<file path="src/rtl/multicycle_ctrl_if.sv">
// multicycle_ctrl_if: shared instruction/data memory req/ready handshake
// master (controller): drives mem_req, mem_we; samples mem_ready
// slave (memory): samples mem_req, mem_we; drives mem_ready
interface multicycle_ctrl_if;
  logic mem_req;
  logic mem_we;
  logic mem_ready;
  modport master(output mem_req, output mem_we, input mem_ready);
  modport slave(input mem_req, input mem_we, output mem_ready);
endinterface

</file>
<file path="src/rtl/multicycle_ctrl.sv">
// multicycle_ctrl: multi-cycle control FSM sequencing fetch/decode/exec/mem/wb over one shared memory port
// ports: clk, rst (async active-low); opcode/funct3/eq from IR and ALU; mem (req/we/ready handshake);
//        ir_we, pc_we, pcsrc, regwrite, alusrc, immsrc, result_src datapath strobes; illegal (sticky); retired count
// MULTICYCLE_RETIRE_CNT_EN: when defined, retired is a live counter; otherwise tied to 0
module multicycle_ctrl #(
  parameter int XLEN = 32
) (
  input  logic             clk,
  input  logic             rst,
  input  logic [6:0]       opcode,
  input  logic [2:0]       funct3,
  input  logic             eq,
  multicycle_ctrl_if.master mem,
  output logic             ir_we,
  output logic             pc_we,
  output logic             pcsrc,
  output logic             regwrite,
  output logic             alusrc,
  output logic [1:0]       immsrc,
  output logic             result_src,
  output logic             illegal,
  output logic [XLEN-1:0]  retired
);
  typedef enum logic [2:0] {START, FETCH, DECODE, EXEC, MEM, WB, TRAP} state_t;
  state_t state;
  logic is_op, is_imm, is_load, is_store, is_branch, legal, taken;
  assign is_op     = opcode == 7'b0110011;
  assign is_imm    = opcode == 7'b0010011;
  assign is_load   = opcode == 7'b0000011;
  assign is_store  = opcode == 7'b0100011;
  assign is_branch = opcode == 7'b1100011;
  assign legal     = is_op || is_imm || is_load || is_store || is_branch;
  assign taken     = is_branch && ((funct3 == 3'b000 && eq) || (funct3 == 3'b001 && !eq));
  always_ff @(posedge clk or negedge rst)
    if (!rst) state <= START;
    else case (state)
      START:   state <= FETCH;
      FETCH:   state <= mem.mem_ready ? DECODE : FETCH;
      DECODE:  state <= legal ? EXEC : TRAP;
      EXEC:    state <= is_branch ? FETCH : (is_load || is_store) ? MEM : WB;
      MEM:     state <= !mem.mem_ready ? MEM : is_load ? WB : FETCH;
      WB:      state <= FETCH;
      default: state <= TRAP;
    endcase
  // strobes decode straight from state so reset forces them low in the same cycle
  assign mem.mem_req = state == FETCH || state == MEM;
  assign mem.mem_we  = state == MEM && is_store;
  assign ir_we       = state == FETCH && mem.mem_ready;
  assign pcsrc       = state == EXEC && taken;
  assign pc_we       = ir_we || pcsrc;
  assign regwrite    = state == WB;
  assign alusrc      = state == EXEC && (is_imm || is_load || is_store);
  // immediate format is held through MEM so the store address stays stable during waits
  assign immsrc      = !(state == EXEC || state == MEM) ? 2'b00 :
                       is_store ? 2'b01 : is_branch ? 2'b10 : 2'b00;
  assign result_src  = state == WB && is_load;
  assign illegal     = state == TRAP;
`ifdef MULTICYCLE_RETIRE_CNT_EN
  logic fire;
  logic [XLEN-1:0] cnt;
  assign fire = (state == EXEC && is_branch) || (state == MEM && is_store && mem.mem_ready) || state == WB;
  always_ff @(posedge clk or negedge rst)
    if (!rst) cnt <= '0;
    else if (fire) cnt <= cnt + 1'b1;
  assign retired = cnt;
`else
  assign retired = '0;
`endif
endmodule

</file>
<file path="src/flat_wrapper.sv">
// flat-port wrapper written by rule: the top's interface ports become plain ports
module multicycle_ctrl_flat 
#(
  parameter int XLEN = 32
)
  (clk, rst, opcode, funct3, eq, ir_we, pc_we, pcsrc, regwrite, alusrc, immsrc, result_src, illegal, retired, mem_mem_req, mem_mem_we, mem_mem_ready);
  multicycle_ctrl_if mem_i ();
  input  logic clk;
  input  logic rst;
  input  logic [6:0] opcode;
  input  logic [2:0] funct3;
  input  logic eq;
  output logic ir_we;
  output logic pc_we;
  output logic pcsrc;
  output logic regwrite;
  output logic alusrc;
  output logic [1:0] immsrc;
  output logic result_src;
  output logic illegal;
  output logic [XLEN-1:0] retired;
  output wire logic [$bits(mem_i.mem_req)-1:0] mem_mem_req;
  output wire logic [$bits(mem_i.mem_we)-1:0] mem_mem_we;
  input wire logic [$bits(mem_i.mem_ready)-1:0] mem_mem_ready;
  assign mem_mem_req = mem_i.mem_req;
  assign mem_mem_we = mem_i.mem_we;
  assign mem_i.mem_ready = mem_mem_ready;
  multicycle_ctrl #(.XLEN(XLEN)) u_core (.clk(clk), .rst(rst), .opcode(opcode), .funct3(funct3), .eq(eq), .mem(mem_i), .ir_we(ir_we), .pc_we(pc_we), .pcsrc(pcsrc), .regwrite(regwrite), .alusrc(alusrc), .immsrc(immsrc), .result_src(result_src), .illegal(illegal), .retired(retired));
endmodule
</file>
<file path="config.mk">
export PLATFORM = sky130hd
export DESIGN_NAME = multicycle_ctrl_flat
export DESIGN_NICKNAME = d
export VERILOG_FILES = /design/src/rtl/multicycle_ctrl_if.sv /design/src/rtl/multicycle_ctrl.sv /design/src/flat_wrapper.sv
export SDC_FILE = /design/constraint.sdc
export NUM_CORES = 1
export LEC_CHECK = 0
export ABC_AREA = 0
export CAP_MARGIN = 25
export CORE_AREA = 5 5 42 44
export CTS_BUF_LIST = sky130_fd_sc_hd__clkbuf_16
export CTS_CLUSTER_SIZE = 28
export DETAILED_ROUTE_END_ITERATION = 7
export DIE_AREA = 0 0 47 49
export DONT_BUFFER_PORTS = 1
export PLACE_DENSITY = 0.63
export RECOVER_POWER = 25
export SLEW_MARGIN = 40
export SYNTH_ARGS = -nofsm -noshare
export SYNTH_HDL_FRONTEND = slang
export SYNTH_SLANG_ARGS = --single-unit
</file>
<file path="constraint.sdc">
create_clock -name clk -period 1.6 [get_ports clk]
set_input_delay 0 -clock clk [delete_from_list [all_inputs] [get_ports clk]]
set_output_delay 0 -clock clk [all_outputs]
set_load 0.005 [all_outputs]
</file>
==> impl_results.rst, run 1 <==
.. list-table::
   :header-rows: 1

   * - Metric
     - Value
   * - Sequential fraction of design power
     - 20.5%
   * - Length of the first detailed-routing pass in iterations
     - 4
   * - Number of hold-slack violations in the final timing report
     - 0
   * - Kind of end point of the critical path
     - output port
   * - Cell count after synthesis
     - 77
   * - Clock Root Buffer
     - clkbuf_16
   * - Placed cell areas
     - 475 sq um
   * - Min Tclk post-route
     - 1.52 ns
   * - Number of DRC violations after detailed routing
     - 0
   * - Internal
     - 0.000554 W
   * - Vias in the first global route
     - 351
   * - Commonest cells after routing, fill and taps aside
     - conb_1 (32), nor2_1 (7)
   * - Number of antenna violations at the first check in global routing
     - 0
   * - Critical-path maximum fanout
     - 6
   * - Total number of vias
     - 418
   * - # clock sinks
     - 3
   * - Final setup skew
     - 0.00115 ns
   * - Number of input and output port buffers inserted
     - 0
   * - Data arrival time of the critical path
     - 1.52 ns
   * - Layout Cell Area excl Fill
     - 588 sq um
   * - Post-synthesis cell area
     - 583 sq um
   * - Met2 Track Usage GR
     - 12.4%
   * - Global Route met1 Usage
     - 12.5%
   * - Die Span X
     - 47 um
   * - Buffers from clock root to sink, at most
     - 2
   * - Worst-case setup slack after placement
     - 0.318 ns
   * - Fin nets
     - 97
   * - Largest register by flop count
     - u_core.state
   * - Critical path startpoint category
     - register
   * - Sum of negative setup slack
     - 0 ns
   * - Overall overflow remaining after global route
     - 0
   * - Worst path cell trace
     - inv_2 -> nand3_2 -> or4_4 -> o21bai_1
   * - CTS tree
     - done
   * - Class of the worst hold path
     - primary input to asynchronous set/reset pin
   * - Slowest cell on the critical path
     - or4_4
   * - Synthesis-stage register bit count
     - 3
   * - Total power density per cell area
     - 1460 nW/um^2
   * - Category of the critical setup timing path
     - register to output port
   * - Number of ports placed on the die boundary
     - 57
   * - Largest registers in the final layout
     - u_core.state (3)
   * - Fraction of met3 tracks used by global routing
     - 2.58%
   * - Flop-to-flop setup slack
     - 0.36 ns
   * - Maximum number of pins on one net before global-route repair
     - 12
   * - Total GRT Usage
     - 9.65%
   * - Leading cell type in the layout, fill and taps excluded
     - conb_1
   * - Setup repair after global routing missed its margin
     - no
   * - Maximum resistive drop on vdd
     - 814 uV
   * - Initial cell density of the core
     - 41.6%
   * - Fraction of layout cells with a size suffix above 1
     - 12.2%
   * - Number of enable-type register cells in the synthesized netlist
     - 0
   * - Max-slew violation count
     - 0
   * - Y dimension of the die
     - 49 um
   * - Static leakage
     - 0.281 nW
   * - Clock slew at the register clock pins of the worst setup and hold paths
     - 0.03 ns
   * - Dominant cell type by area after synthesis
     - buf_4
   * - Share of total power in the clock network
     - 45.9%
   * - Diode insertion count for antenna repair
     - 0
   * - Area grow syn2layout
     - 0.858%
   * - Power, Total
     - 0.000859 W
   * - Site row count
     - 14
   * - Number of nets with antenna violations after routing
     - 0
   * - Result of the run
     - finished clean
   * - Worst-case setup margin in the final layout
     - 0.0839 ns
   * - Final setup fails
     - 0
   * - Half-perimeter wire length after placement
     - 907 um
   * - Least-Margin Pin Slew
     - 0.536 ns
   * - Final clock period utilization by the worst path
     - 94.8%
   * - Post-CTS repair timing setup buffer count
     - 0
   * - Last weighted congestion value of the routability-driven placer
     - 0.784
   * - H-tree depth
     - 1
   * - Average wire per standard cell
     - 11.5 um
   * - Proportion of synthesized flip-flops having asynchronous set or reset
     - 100%
   * - Total wire length
     - 1120 um
   * - Core box area
     - 1400 sq um
   * - Highest attainable clock frequency
     - 0.660 GHz
   * - Critical path data required time
     - 1.60 ns
   * - Global-route wire length before repair
     - 1590 um
   * - Share of the yosys chip area belonging to registers
     - 12.9%
   * - Starting DRT DRC Count
     - 3
   * - Sw power
     - 0.000305 W
   * - Number of distinct library cells after synthesis
     - 30
   * - Yosys warns
     - 0
   * - Combinational cell fraction of total power
     - 33.6%
   * - Fraction of power spent switching nets
     - 35.6%
   * - Ranking of synthesized cells by area
     - buf_4 (42%), dfrtp_1 (13%), nand4bb_4 (4.7%), nor2_1 (4.5%), a21oi_1 (2.6%)
   * - Reported max-cap violation count
     - 0
   * - Global-route layer with the greatest usage
     - met1
   * - Clock latency at the later pin of the worst-skew pair
     - 0.22 ns
   * - Max reg flops
     - 3
   * - Dominant register cell in the synthesized netlist
     - dfrtp_1
   * - Worst slew margin relative to its limit
     - 63.3%
   * - Share of the synthesized area in the top cell type
     - 42.5%
   * - Clock buffers created by TritonCTS
     - 3
   * - Mean instance size in the synthesized netlist
     - 7.57 sq um
   * - Delay contributed by the slowest stage of the critical path
     - 0.49 ns
   * - Drt via density
     - 4.27
   * - Floorplan die area
     - 2300 sq um
[final timing paths]
path / end / from / cells after the start
max reg2reg: u_core.state[1]$_DFF_PN0_ / u_core.state[1]$_DFF_PN0_ / 3
min: u_core.state[2]$_DFF_PN0_ / rst / 1
max in group asynchronous: u_core.state[0]$_DFF_PN0_ / rst / 1
min in group clk: result_src / opcode[5] / 1
min reg2reg: u_core.state[2]$_DFF_PN0_ / u_core.state[2]$_DFF_PN0_ / 2
max: pc_we / u_core.state[2]$_DFF_PN0_ / 4
[power by group through the flow]
stage / Combinational [W] / Clock, W / Sequential (W)
floorplan: 0.000326 / 0 / 0.000138
global placement: 0.000282 / 0 / 0.000163
detailed placement: 0.000283 / 0 / 0.000165
CTS: 0.000292 / 0.000401 / 0.000165
global route: 0.000335 / 0.000413 / 0.000185
finish: 0.000289 / 0.000394 / 0.000176
[through the flow]
stage          cells  hold WS, ns  utilization, %
2_1_floorplan    108       -0.296               -
6_report          98       0.0256            42.0
5_1_grt           98       0.0435            42.0
4_1_cts           98       0.0288            41.7
3_3_place_gp      91       -0.295            33.9
3_5_place_dp      91       -0.296            33.9
[repair_timing]
action                     in CTS  in global routing
resized for setup               0                  3
setup endpoints to repair       0                  2
hold buffers                    3                  0
hold endpoints to repair        4                  0
[cell usage after synthesis (2+ instances only)]
library cell	n
a21oi_1	3
nor3_1	2
o21a_1	2
nor2_1	7
nand3_1	2
dfrtp_1	3
buf_4	33
nand2_1	2
inv_1	2
[routing by layer]
layer  up-vias  share of wire [%]
met5         -                  0
met4         0                  0
met3         0                 18
met2        36                 50
met1       181                 32
li1        201                  -
[cell families (layout without fill, tap and decap cells)]
logic type,count (synthesis),count (layout),share of synthesized area (%)
mux,1,1,1.72
xor+xnor,1,1,1.50
compound gates,12,12,13.5
flops,3,3,12.9
other cells,1,32,0.643
buf+inv,37,11,45.1
simple gates,22,22,24.7
[layout make-up]
class	instances	area (sq um)
Fill cell	158	813
Tap cell	16	20.0
Multi-Input combinational cell	68	367
Inverter	3	11.3
Clock buffer	3	75.1
Timing Repair Buffer	4	33.8
Clock inverter	1	3.75
Sequential cell	3	77.6
[worst max-delay path: cells and delay by family, from the launching register on]
kind,cells,cell delay (ns)
and+or+nand+nor,2,0.59
DFF,1,0.43
AOI/OAI and AO/OA,1,0.19
buffers and inverters,1,0.09
Note: power is estimated with default switching activity, not from simulation.
==> inputs of run 2 (changes only) <==
- RECOVER_POWER: 25 -> unset
==> run 2 against run 1 <==
Sequential power barely moved. Flip-flop and latch count did not move. Final cell count did not move. Combinational power rose by 3%. Utilization rose by 0.27 points. Maximum frequency barely moved. Hold slack barely moved. Critical path depth did not move. Global-route usage did not move. Count of clock-buffer cells in the layout did not move. Setup slack barely moved. Die area did not move. Largest power group unchanged.
==> impl_results.rst, run 2 (same netlist as run 1, synthesis figures left out) <==
.. list-table::
   :header-rows: 1

   * - Metric
     - Value
   * - Least-Margin Pin Slew
     - 0.536 ns (unchanged)
   * - Result of the run
     - finished clean (unchanged)
   * - Initial cell density of the core
     - 41.6% (unchanged)
   * - Routed length on met3
     - 198 um (unchanged)
   * - Area grow syn2layout
     - 1.50% (was 0.858%)
   * - Fillers
     - 156 (was 158)
   * - Floorplan die area
     - 2300 sq um (unchanged)
   * - Kind of end point of the critical path
     - output port (unchanged)
   * - Number of hold-slack violations in the final timing report
     - 0 (unchanged)
   * - Site row count
     - 14 (unchanged)
   * - Starting DRT DRC Count
     - 2 (was 3)
   * - Largest register by flop count
     - u_core.state (unchanged)
   * - Class of the worst hold path
     - primary input to asynchronous set/reset pin (unchanged)
   * - Total power density per cell area
     - 1470 nW/um^2 (was 1460 nW/um^2)
   * - Highest attainable clock frequency
     - 0.660 GHz (about the same)
   * - # clock sinks
     - 3 (unchanged)
   * - Leading cell type in the layout, fill and taps excluded
     - conb_1 (unchanged)
   * - Clock latency at the later pin of the worst-skew pair
     - 0.22 ns (about the same)
   * - Fraction of layout cells with a size suffix above 1
     - 13.4% (was 12.2%)
   * - Fin nets
     - 97 (unchanged)
   * - Clock Root Buffer
     - clkbuf_16 (unchanged)
   * - Total wire length
     - 1120 um (about the same)
   * - Vias in the first global route
     - 351 (unchanged)
   * - Clock buffers created by TritonCTS
     - 3 (unchanged)
   * - Number of nets with antenna violations after routing
     - 0 (unchanged)
   * - Worst slew margin relative to its limit
     - 63.3% (unchanged)
   * - Slowest cell on the critical path
     - or4_4 (unchanged)
   * - Die Span X
     - 47 um (unchanged)
   * - Category of the critical setup timing path
     - register to output port (unchanged)
   * - Global-route wire length before repair
     - 1590 um (unchanged)
   * - Y dimension of the die
     - 49 um (unchanged)
   * - Delay contributed by the slowest stage of the critical path
     - 0.49 ns (about the same)
   * - Final setup skew
     - 0.00147 ns (was 0.00115 ns)
   * - Critical path startpoint category
     - register (unchanged)
   * - Core box area
     - 1400 sq um (unchanged)
   * - Number of DRC violations after detailed routing
     - 0 (unchanged)
   * - Commonest cells after routing, fill and taps aside
     - conb_1 (32), nor2_1 (7) (unchanged)
   * - Max reg flops
     - 3 (unchanged)
   * - Drt via density
     - 4.28 (was 4.27)
   * - Critical-path maximum fanout
     - 6 (unchanged)
   * - Routed metal-1 wire length
     - 363 um (was 364 um)
   * - Final clock period utilization by the worst path
     - 94.8% (about the same)
   * - Final setup fails
     - 0 (unchanged)
   * - Clock slew at the register clock pins of the worst setup and hold paths
     - 0.03 ns (about the same)
   * - Total GRT Usage
     - 9.65% (unchanged)
   * - Maximum number of pins on one net before global-route repair
     - 12 (unchanged)
   * - Number of input and output port buffers inserted
     - 0 (unchanged)
   * - Last weighted congestion value of the routability-driven placer
     - 0.784 (unchanged)
   * - Diode insertion count for antenna repair
     - 0 (unchanged)
   * - Half-perimeter wire length after placement
     - 907 um (unchanged)
   * - Total number of vias
     - 419 (was 418)
   * - Post-CTS repair timing setup buffer count
     - 0 (unchanged)
   * - Buffers from clock root to sink, at most
     - 2 (unchanged)
   * - Length of the first detailed-routing pass in iterations
     - 4 (unchanged)
   * - Reported max-cap violation count
     - 0 (unchanged)
   * - Static leakage
     - 0.285 nW (was 0.281 nW)
   * - Setup repair after global routing missed its margin
     - no (unchanged)
   * - Power, Total
     - 0.000868 W (was 0.000859 W)
   * - Largest registers in the final layout
     - u_core.state (3) (unchanged)
   * - Average wire per standard cell
     - 11.4 um (was 11.5 um)
   * - Post-Route Hold Slack
     - 0.0256 ns (about the same)
   * - Number of antenna violations at the first check in global routing
     - 0 (unchanged)
   * - Data arrival time of the critical path
     - 1.52 ns (about the same)
   * - Sum of negative setup slack
     - 0 ns (unchanged)
   * - Max-slew violation count
     - 0 (unchanged)
   * - Number of ports placed on the die boundary
     - 57 (unchanged)
   * - Worst path cell trace
     - inv_2 -> nand3_2 -> or4_4 -> o21bai_1 (unchanged)
   * - Min Tclk post-route
     - 1.52 ns (about the same)
   * - Met2 wire len
     - 558 um (was 559 um)
   * - Uppermost signal routing layer after detailed routing
     - met3 (unchanged)
   * - Critical path data required time
     - 1.60 ns (about the same)
   * - CTS tree
     - done (unchanged)
   * - Maximum resistive drop on vdd
     - 815 uV (was 814 uV)
   * - H-tree depth
     - 1 (unchanged)
   * - Overall overflow remaining after global route
     - 0 (unchanged)
[run 2: cell types whose count changed in the layout (fill, tap and decap cells not counted)]
| cell | previous run | this run |
|---|---|---|
| clkbuf_1 | 1 | 0 |
| buf_4 | 0 | 1 |
[run 2: repair_timing]
item                                   in CTS  in global routing
gates resized for setup                     0                  3
setup endpoints to repair                   0                  2
hold buffers                                3                  0
endpoints found under the hold margin       4                  0
[run 2: final cells by class]
type	instances	area, sq um	area share [%]
well taps	16	20.0	3.38
clock buffers	3	75.1	12.7
repair buffers	4	37.5	6.34
multi-input cells	68	367	61.9
inverters	3	11.3	1.90
flip-flops and latches	3	77.6	13.1
clock inverters	1	3.75	0.634
[run 2: where the power goes]
group	internal (W)	total, W	switching (W)
registers	0.000119	0.000176	0.0000571
clock network	0.000323	0.000394	0.0000710
logic	0.000121	0.000298	0.000177
[run 2: routing by layer]
metal	track usage [%]	vias up
li1	-	201
met1	12.5	182
met2	12.4	36
met3	2.58	0
met4	8.29	0
met5	0	-
[run 2: per-stage QoR]
step / setup WS (ns) / cell area, sq um / util [%] / cells
floorplan: 0.391 / 699 / - / 108
global placement: 0.320 / 475 / 33.9 / 91
detailed placement: 0.318 / 475 / 33.9 / 91
CTS: 0.0652 / 584 / 41.7 / 98
global route: 0.0222 / 592 / 42.2 / 98
finish: 0.0839 / 592 / 42.2 / 98
[run 2: final timing paths]
path                       slack (ns)  cells past startpoint                        end                       from
setup / recovery                 0.08                      4                      pc_we  u_core.state[2]$_DFF_PN0_
hold / removal                   0.03                      1  u_core.state[2]$_DFF_PN0_                        rst
setup reg to reg                 0.42                      4  u_core.state[1]$_DFF_PN0_  u_core.state[2]$_DFF_PN0_
hold reg to reg                  0.59                      2  u_core.state[2]$_DFF_PN0_  u_core.state[2]$_DFF_PN0_
max in group asynchronous        1.42                      1  u_core.state[0]$_DFF_PN0_                        rst
min in group clk                 0.05                      1                 result_src                  opcode[5]
[run 2: worst max-delay path: cells and delay by family, from the launching register on]
| kind | cells | cell delay [ns] |
|---|---|---|
| and+or+nand+nor | 2 | 0.59 |
| AOI/OAI and AO/OA | 1 | 0.19 |
| DFF | 1 | 0.43 |
| buffers and inverters | 1 | 0.09 |
